## config.mk

```make
export PLATFORM = sky130hd
export DESIGN_NAME = freq_cfg_sequencer
export DESIGN_NICKNAME = d
export VERILOG_FILES = /design/src/rtl/freq_cfg_pkg.sv /design/src/rtl/freq_word_serializer.sv /design/src/rtl/freq_cfg_sequencer.sv
export SDC_FILE = /design/constraint.sdc
export NUM_CORES = 1
export LEC_CHECK = 0
export ABC_AREA = 1
export BUFFER_PORTS_ARGS = -buffer_cell sky130_fd_sc_hd__clkbuf_2
export CAP_MARGIN = 30
export CORE_UTILIZATION = 60
export DETAILED_ROUTE_END_ITERATION = 12
export GPL_TIMING_DRIVEN = 0
export PLACE_DENSITY = 0.78
export SLEW_MARGIN = 40
export SYNTH_ARGS = -nofsm -noshare
export SYNTH_HDL_FRONTEND = slang
export SYNTH_HIERARCHICAL = 1
export SYNTH_SLANG_ARGS = --single-unit
export TNS_END_PERCENT = 20
```

## constraint.sdc

```tcl
create_clock -name sysclk -period 2 [get_ports sysclk]
set_clock_uncertainty 0.05 [all_clocks]
set_input_delay 0 -clock sysclk [delete_from_list [all_inputs] [get_ports sysclk]]
set_output_delay 0 -clock sysclk [all_outputs]
set_load 0.03 [all_outputs]
```

## src/rtl/freq_cfg_pkg.sv

```systemverilog
// Shared types and preset table for the frequency configuration sequencer.
package freq_cfg_pkg;

    typedef enum logic [2:0] {IDLE, LOAD, SHIFT, STROBE, SETTLE} state_t;

    localparam int DEF_WORD_W = 16;
    localparam int TABLE_DEPTH = 4;

    localparam logic [DEF_WORD_W-1:0] PRESET_TABLE [TABLE_DEPTH] =
        '{16'h0100, 16'h0200, 16'h0400, 16'h0800};

    function automatic logic [DEF_WORD_W-1:0] preset_word(input logic [1:0] idx);
        return PRESET_TABLE[idx];
    endfunction

endpackage

```

## src/rtl/freq_word_serializer.sv

```systemverilog
// Parallel-load PISO: shifts a frequency word out MSB first, one bit per shift_en.
module freq_word_serializer
    import freq_cfg_pkg::*;
#(
    parameter int WORD_W = DEF_WORD_W
) (
    input  logic              clk,
    input  logic              reset,
    input  logic              load,
    input  logic [WORD_W-1:0] word,
    input  logic              shift_en,
    output logic              bit_out,
    output logic              done
);

    localparam int BC_W = $clog2(WORD_W);

    logic [WORD_W-1:0] shreg_q, shreg_d;
    logic [BC_W-1:0]   bit_cnt_q, bit_cnt_d;
    logic              bit_q, bit_d;

    always_comb begin
        shreg_d   = shreg_q;
        bit_cnt_d = bit_cnt_q;
        bit_d     = bit_q;
        if (load) begin
            bit_d     = word[WORD_W-1];
            shreg_d   = {word[WORD_W-2:0], 1'b0};
            bit_cnt_d = BC_W'(WORD_W - 1);
        end else if (shift_en) begin
            // The shift that ends the last bit returns the line to idle low.
            if (bit_cnt_q == '0) begin
                bit_d = 1'b0;
            end else begin
                bit_d     = shreg_q[WORD_W-1];
                shreg_d   = {shreg_q[WORD_W-2:0], 1'b0};
                bit_cnt_d = bit_cnt_q - 1'b1;
            end
        end
    end

    always_ff @(posedge clk or posedge reset) begin
        if (reset) begin
            bit_q     <= 1'b0;
            bit_cnt_q <= '0;
        end else begin
            bit_q     <= bit_d;
            bit_cnt_q <= bit_cnt_d;
        end
    end

    always_ff @(posedge clk) begin
        shreg_q <= shreg_d;
    end

    assign bit_out = bit_q;
    assign done    = (bit_cnt_q == '0);

endmodule

```

## src/rtl/freq_cfg_sequencer.sv

```systemverilog
// Preset selection and serial load sequencing for the clock manager frequency input.
// Optional AUTO_SWEEP_EN build adds a periodic step-and-load sweep through the presets.
module freq_cfg_sequencer
    import freq_cfg_pkg::*;
#(
    parameter int WORD_W      = DEF_WORD_W,
    parameter int NUM_PRESETS = 4,
    parameter int BIT_DIV     = 4,
    parameter int STROBE_LEN  = 2,
    parameter int SETTLE_LEN  = 64
`ifdef AUTO_SWEEP_EN
    ,
    parameter int SWEEP_PERIOD = 2**20
`endif
) (
    input  logic                           sysclk,
    input  logic                           reset,
    input  logic                           step_req,
    input  logic                           load_req,
    output logic                           FreqData,
    output logic                           NewDataReady,
    output logic [$clog2(NUM_PRESETS)-1:0] sel,
    output logic                           busy
);

    localparam int SW      = $clog2(NUM_PRESETS);
    localparam int MAX_A   = (BIT_DIV > STROBE_LEN) ? BIT_DIV : STROBE_LEN;
    localparam int MAX_CNT = (MAX_A > SETTLE_LEN) ? MAX_A : SETTLE_LEN;
    localparam int CNT_W   = $clog2(MAX_CNT + 1);

    localparam logic [CNT_W-1:0] BIT_RELOAD    = CNT_W'(BIT_DIV - 1);
    localparam logic [CNT_W-1:0] STROBE_RELOAD = CNT_W'(STROBE_LEN - 1);
    localparam logic [CNT_W-1:0] SETTLE_RELOAD = CNT_W'((SETTLE_LEN > 0) ? SETTLE_LEN - 1 : 0);
    localparam logic [SW-1:0]    LAST_SEL      = SW'(NUM_PRESETS - 1);

    state_t          state_q, state_d;
    logic [CNT_W-1:0] cnt_q, cnt_d;
    logic [SW-1:0]   sel_q, sel_d;
    logic            pending_q, pending_d;
    logic            boot_q, boot_d;
    logic            ndr_q, ndr_d;
    logic            busy_q, busy_d;

    logic            shift_en;
    logic            ser_bit;
    logic            ser_last;
    logic            sweep_step;
    logic            sweep_load;
    logic            start;
    logic [WORD_W-1:0] load_word;

    assign load_word = WORD_W'(preset_word(2'(sel_q)));

    freq_word_serializer #(
        .WORD_W (WORD_W)
    ) u_ser (
        .clk      (sysclk),
        .reset    (reset),
        .load     (state_q == LOAD),
        .word     (load_word),
        .shift_en (shift_en),
        .bit_out  (ser_bit),
        .done     (ser_last)
    );

`ifdef AUTO_SWEEP_EN
    localparam int SWP_W = $clog2(SWEEP_PERIOD);

    logic [SWP_W-1:0] swp_cnt_q, swp_cnt_d;
    logic             swp_ld_q, swp_ld_d;

    // Counter only advances while idle, so a sweep step never lands mid-transfer.
    always_comb begin
        swp_cnt_d  = swp_cnt_q;
        swp_ld_d   = 1'b0;
        sweep_step = 1'b0;
        if (!busy_q) begin
            if (swp_cnt_q == SWP_W'(SWEEP_PERIOD - 1)) begin
                swp_cnt_d  = '0;
                sweep_step = 1'b1;
                swp_ld_d   = 1'b1;
            end else begin
                swp_cnt_d = swp_cnt_q + 1'b1;
            end
        end
    end

    always_ff @(posedge sysclk or posedge reset) begin
        if (reset) begin
            swp_cnt_q <= '0;
            swp_ld_q  <= 1'b0;
        end else begin
            swp_cnt_q <= swp_cnt_d;
            swp_ld_q  <= swp_ld_d;
        end
    end

    assign sweep_load = swp_ld_q;
`else
    assign sweep_step = 1'b0;
    assign sweep_load = 1'b0;
`endif

    always_comb begin
        state_d   = state_q;
        cnt_d     = cnt_q;
        pending_d = pending_q;
        ndr_d     = ndr_q;
        busy_d    = busy_q;
        boot_d    = 1'b0;
        shift_en  = 1'b0;
        start     = load_req | pending_q | boot_q | sweep_load;

        sel_d = sel_q;
        if (step_req || sweep_step) begin
            sel_d = (sel_q == LAST_SEL) ? '0 : sel_q + 1'b1;
        end

        case (state_q)
            IDLE: begin
                if (start) begin
                    state_d   = LOAD;
                    busy_d    = 1'b1;
                    pending_d = 1'b0;
                end
            end
            LOAD: begin
                state_d = SHIFT;
                cnt_d   = BIT_RELOAD;
            end
            SHIFT: begin
                if (cnt_q == '0) begin
                    shift_en = 1'b1;
                    if (ser_last) begin
                        state_d = STROBE;
                        cnt_d   = STROBE_RELOAD;
                        ndr_d   = 1'b1;
                    end else begin
                        cnt_d = BIT_RELOAD;
                    end
                end else begin
                    cnt_d = cnt_q - 1'b1;
                end
            end
            STROBE: begin
                if (cnt_q == '0) begin
                    ndr_d = 1'b0;
                    if (SETTLE_LEN == 0) begin
                        state_d = IDLE;
                        busy_d  = 1'b0;
                    end else begin
                        state_d = SETTLE;
                        cnt_d   = SETTLE_RELOAD;
                    end
                end else begin
                    cnt_d = cnt_q - 1'b1;
                end
            end
            SETTLE: begin
                if (cnt_q == '0) begin
                    state_d = IDLE;
                    busy_d  = 1'b0;
                end else begin
                    cnt_d = cnt_q - 1'b1;
                end
            end
            default: state_d = IDLE;
        endcase

        // Requests arriving mid-transfer collapse into one deferred load.
        if (load_req && (state_q != IDLE)) begin
            pending_d = 1'b1;
        end
    end

    always_ff @(posedge sysclk or posedge reset) begin
        if (reset) begin
            state_q   <= IDLE;
            cnt_q     <= '0;
            sel_q     <= '0;
            pending_q <= 1'b0;
            boot_q    <= 1'b1;
            ndr_q     <= 1'b0;
            busy_q    <= 1'b0;
        end else begin
            state_q   <= state_d;
            cnt_q     <= cnt_d;
            sel_q     <= sel_d;
            pending_q <= pending_d;
            boot_q    <= boot_d;
            ndr_q     <= ndr_d;
            busy_q    <= busy_d;
        end
    end

    assign FreqData     = ser_bit;
    assign NewDataReady = ndr_q;
    assign sel          = sel_q;
    assign busy         = busy_q;

endmodule

```

==> impl_table.tex <==
\begin{tabular}{lr}
\hline
Metric & Value \\
\hline
\multicolumn{2}{l}{\textbf{Place}} \\
\quad Post-Place Cells & 302 \\
\quad Global placement routability congestion & 0.847 \\
\quad Worst setup timing slack at the placement stage & 0.0580 ns \\
\quad Detailed placer's ending HPWL & 2.29 mm \\
\quad IO Port Bufs & 8 \\
\quad Standard cell area after detailed placement & 2100 um\^{}2 \\
\multicolumn{2}{l}{\textbf{Routing}} \\
\quad Vias per cell & 4.73 \\
\quad Average routed wire per standard cell & 10.0 um \\
\quad Final wirelength & 3.14 mm \\
\quad Met2 WL post-DR & 1.43 mm \\
\quad 1st-pass router iterations & 4 \\
\quad Met3 routed WL & 165 um \\
\quad Initial DRC count & 61 \\
\quad Count of antenna-violating nets left after detailed routing & 0 \\
\quad Routed vias & 1,482 \\
\quad Number of remaining DRC errors & 0 \\
\quad Topmost layer with routed signal wires & met4 \\
\quad M1 WL & 1.51 mm \\
\multicolumn{2}{l}{\textbf{Die}} \\
\quad Floorplan die area & 3510 um\^{}2 \\
\quad IO Pins & 9 \\
\quad Die Y-Extent & 59.2 um \\
\quad Number of core rows & 20 \\
\quad Starting utilization of the core area & 0.638 \\
\quad Horizontal die dimension & 59.2 um \\
\quad Core area & 3080 um\^{}2 \\
\multicolumn{2}{l}{\textbf{Yosys}} \\
\quad Cell taking the most area after synthesis & sky130\_fd\_sc\_hd\_\_dfrtp\_1 \\
\quad Syn. warnings & 6 \\
\quad Number of flops mapped to enable cells by yosys & 15 \\
\quad Post-Syn Area & 1960 um\^{}2 \\
\quad Count of distinct cell types in the synthesized netlist & 33 \\
\quad Dominant cell by count in the synthesized netlist & sky130\_fd\_sc\_hd\_\_nand2\_1 \\
\quad Most common library cells after synthesis & sky130\_fd\_sc\_hd\_\_nand2\_1, sky130\_fd\_sc\_hd\_\_inv\_1, sky130\_fd\_sc\_hd\_\_dfrtp\_1 \\
\quad Most used flip-flop cell after synthesis & sky130\_fd\_sc\_hd\_\_dfrtp\_1 \\
\quad Avg Synthesized Cell Area & 8.25 um\^{}2 \\
\quad Top-area cell type share of the netlist area & 0.255 \\
\quad Synthesis-stage register bit count & 36 \\
\quad Biggest area contributors in the synthesized netlist & sky130\_fd\_sc\_hd\_\_dfrtp\_1, sky130\_fd\_sc\_hd\_\_edfxtp\_1, sky130\_fd\_sc\_hd\_\_nand2\_1, sky130\_fd\_sc\_hd\_\_ha\_1, sky130\_fd\_sc\_hd\_\_inv\_1 \\
\quad Synth Instances & 238 \\
\quad Share of synthesized flip-flops with an asynchronous set or reset & 0.583 \\
\quad Sequential element share of the synthesized area & 0.497 \\
\multicolumn{2}{l}{\textbf{Cells and area}} \\
\quad Utilization after layout & 0.713 \\
\quad Count of antenna diodes in the layout & 0 \\
\quad Final std cell area, no fill & 2190 um\^{}2 \\
\quad Area added between synthesis and finish & 11.7\% \\
\quad Layout cells sized above 1 & 0.152 \\
\quad Count of nets after finishing & 279 \\
\quad Filler Cell Count & 261 \\
\quad Cell Count, Final, Fillers Out & 313 \\
\multicolumn{2}{l}{\textbf{Power}} \\
\quad Share of total power in sequential cells & 0.615 \\
\quad Gate power share & 0.107 \\
\quad Static power due to leakage & 1.12 nW \\
\quad Max IR drop VDD & 526 uV \\
\quad Switching fraction of total power & 0.264 \\
\quad Internal power & 0.964 mW \\
\quad Ratio of total power to cell area & 597 nW/um\^{}2 \\
\quad Clock network fraction of total power & 0.278 \\
\quad Overall power consumption & 1.31 mW \\
\quad Net Sw Power & 0.346 mW \\
\multicolumn{2}{l}{\textbf{Global route}} \\
\quad Largest net degree at the start of global routing & 22 \\
\quad Initial antenna violation count & 0 \\
\quad Via count of the first global-routing pass & 1,324 \\
\quad First-pass GRT wire length & 5.58 mm \\
\quad Combined global-route utilization of all metal layers & 0.219 \\
\quad Total grt overflow & 0 \\
\multicolumn{2}{l}{\textbf{Clocking}} \\
\quad Reg clk slew, reported paths & 0.11 ns \\
\quad CTS tree & yes \\
\quad Clk sink count & 36 \\
\quad Post-CTS setup buffers & 0 \\
\quad Number of buffers on the longest clock path & 2 \\
\quad Root buffer selected by CTS & sky130\_fd\_sc\_hd\_\_clkbuf\_4 \\
\quad TritonCTS buffer count & 5 \\
\quad Clock insertion delay at the later pin of the skew report & 0.34 ns \\
\quad H-tree level count & 2 \\
\multicolumn{2}{l}{\textbf{Timing}} \\
\quad Max-slew violation count & 0 \\
\quad TNS Setup & 0 ns \\
\quad Unrepaired setup endpoints after global routing & false \\
\quad Final hold slack & 0.0297 ns \\
\quad Total count of hold-check failures in the final report & 0 \\
\quad Fmax & 558 MHz \\
\quad Share of the clock period used by the worst path & 0.896 \\
\quad Post-route setup slack & 0.208 ns \\
\quad Finish-stage setup viols & 0 \\
\quad Final Critical Period & 1.79 ns \\
\quad Relative slew slack & 0.596 \\
\quad Slew at the pin closest to its max-slew limit & 0.605 ns \\
\multicolumn{2}{l}{\textbf{Setup path}} \\
\quad Crit Path Max Fanout & 21 \\
\quad Type of the worst setup path & reg -> reg \\
\quad Endpoint kind of the worst setup timing path & register \\
\quad Critical R2R Launch & cnt\_q[0]\$\_DFFE\_PP0P\_ \\
\quad Type of origin of the critical path & register \\
\quad Register-to-register path setup slack & 0.21 ns \\
\quad Path depth of the worst reg2reg path & 8 \\
\quad Worst EP arrival & 1.79 ns \\
\quad Reg-to-Reg End & u\_ser/shreg\_q[2]\$\_DFFE\_PP\_ \\
\quad Required time at the worst-slack endpoint & 2.00 ns \\
\multicolumn{2}{l}{\textbf{Job}} \\
\quad Max-Cap Viols & 0 \\
\multicolumn{2}{l}{\textbf{Run status}} \\
\quad Run status & finished clean \\
\multicolumn{2}{l}{\textbf{Min path}} \\
\quad Classification of the worst-slack hold path & in -> async \\
\hline
\end{tabular}
timing repair:
| action | 4_1_cts | 5_1_grt |
|---|---|---|
| endpoints found under the setup margin | 0 | 19 |
| hold endpoints to repair | 24 | 0 |
| gates resized for setup | 0 | 3 |
| hold buffers | 3 | 0 |
worst max-delay path, cell delays in order, from the launching register on:
cell and delay (ns):
sky130_fd_sc_hd__dfrtp_1 0.39, sky130_fd_sc_hd__inv_2 0.12, sky130_fd_sc_hd__ha_1 0.18, sky130_fd_sc_hd__inv_1 0.04
sky130_fd_sc_hd__nor2_1 0.11, sky130_fd_sc_hd__nand3_2 0.17, sky130_fd_sc_hd__nor2_2 0.16, sky130_fd_sc_hd__nand2_2 0.12
sky130_fd_sc_hd__nand2_8 0.16
area by class of cell:
cell class                 instances  area [um^2]  area share
buffer                             4         38.8      0.0177
tap                               44         55.1      0.0251
timing repair buffer              11         70.1      0.0319
clock inverter                     1         3.75     0.00171
multi-input combinational        182          895       0.408
inverter                          28          110      0.0502
sequential                        36          977       0.445
clock buffer                       7         45.0      0.0205
sequential cells by signal (all words and copies together) (netlist names):
signal and flops:
NewDataReady 1, boot_q 1, busy 1, cnt_q 7, pending_q 1, sel 2, state_q 3, u_ser/bit_cnt_q 4
u_ser/bit_out 1, u_ser/shreg_q 15
how the worst max path moves through the flow:
stage / startpoint / to / slack [ns] / cells past startpoint
2_1_floorplan: cnt_q[0]$_DFFE_PP0P_ / u_ser/shreg_q[10]$_DFFE_PP_ / 0.26 / 8
3_3_place_gp: cnt_q[0]$_DFFE_PP0P_ / u_ser/shreg_q[7]$_DFFE_PP_ / 0.05 / 8
3_5_place_dp: cnt_q[0]$_DFFE_PP0P_ / u_ser/shreg_q[8]$_DFFE_PP_ / 0.06 / 8
4_1_cts: cnt_q[0]$_DFFE_PP0P_ / u_ser/shreg_q[11]$_DFFE_PP_ / 0.05 / 8
5_1_grt: cnt_q[0]$_DFFE_PP0P_ / u_ser/shreg_q[11]$_DFFE_PP_ / 0.006 / 8
6_report: cnt_q[0]$_DFFE_PP0P_ / u_ser/shreg_q[2]$_DFFE_PP_ / 0.21 / 8
layer usage:
layer  vias to the layer above  GRT usage
met5                         -          0
met4                         0     0.0918
met3                         4     0.0721
met2                        29      0.345
met1                       655      0.276
li1                        794          -
logic make-up (layout without fill, tap and decap cells):
logic type	Yosys count	count (layout)	synth area share
simple gates	143	143	0.316
flops	36	36	0.497
buf+inv	32	51	0.0758
compound gates	15	15	0.0465
fa+ha+maj	7	7	0.0446
xor+xnor	4	4	0.0178
other cells	1	13	0.00191
power by group through the flow:
stage	combinational, mW	clock (mW)	sequential [mW]
2_1_floorplan	0.0630	0	0.854
3_3_place_gp	0.134	0	0.821
3_5_place_dp	0.139	0	0.821
4_1_cts	0.144	0.382	0.806
5_1_grt	0.163	0.413	0.810
6_report	0.141	0.364	0.806
placed cells by master (no fill, tap or decap), types with 4 or more instances in the layout:
cell / count
sky130_fd_sc_hd__nor2_1: 16
sky130_fd_sc_hd__nor2_2: 6
sky130_fd_sc_hd__o21ai_0: 4
sky130_fd_sc_hd__clkbuf_4: 5
sky130_fd_sc_hd__nand2_2: 4
sky130_fd_sc_hd__conb_1: 13
sky130_fd_sc_hd__edfxtp_1: 15
sky130_fd_sc_hd__inv_1: 22
sky130_fd_sc_hd__ha_1: 7
sky130_fd_sc_hd__dfrtp_1: 20
sky130_fd_sc_hd__nand3_1: 11
sky130_fd_sc_hd__clkbuf_2: 8
sky130_fd_sc_hd__nand2_1: 97
No activity file was read; power rests on OpenSTA's default activity.
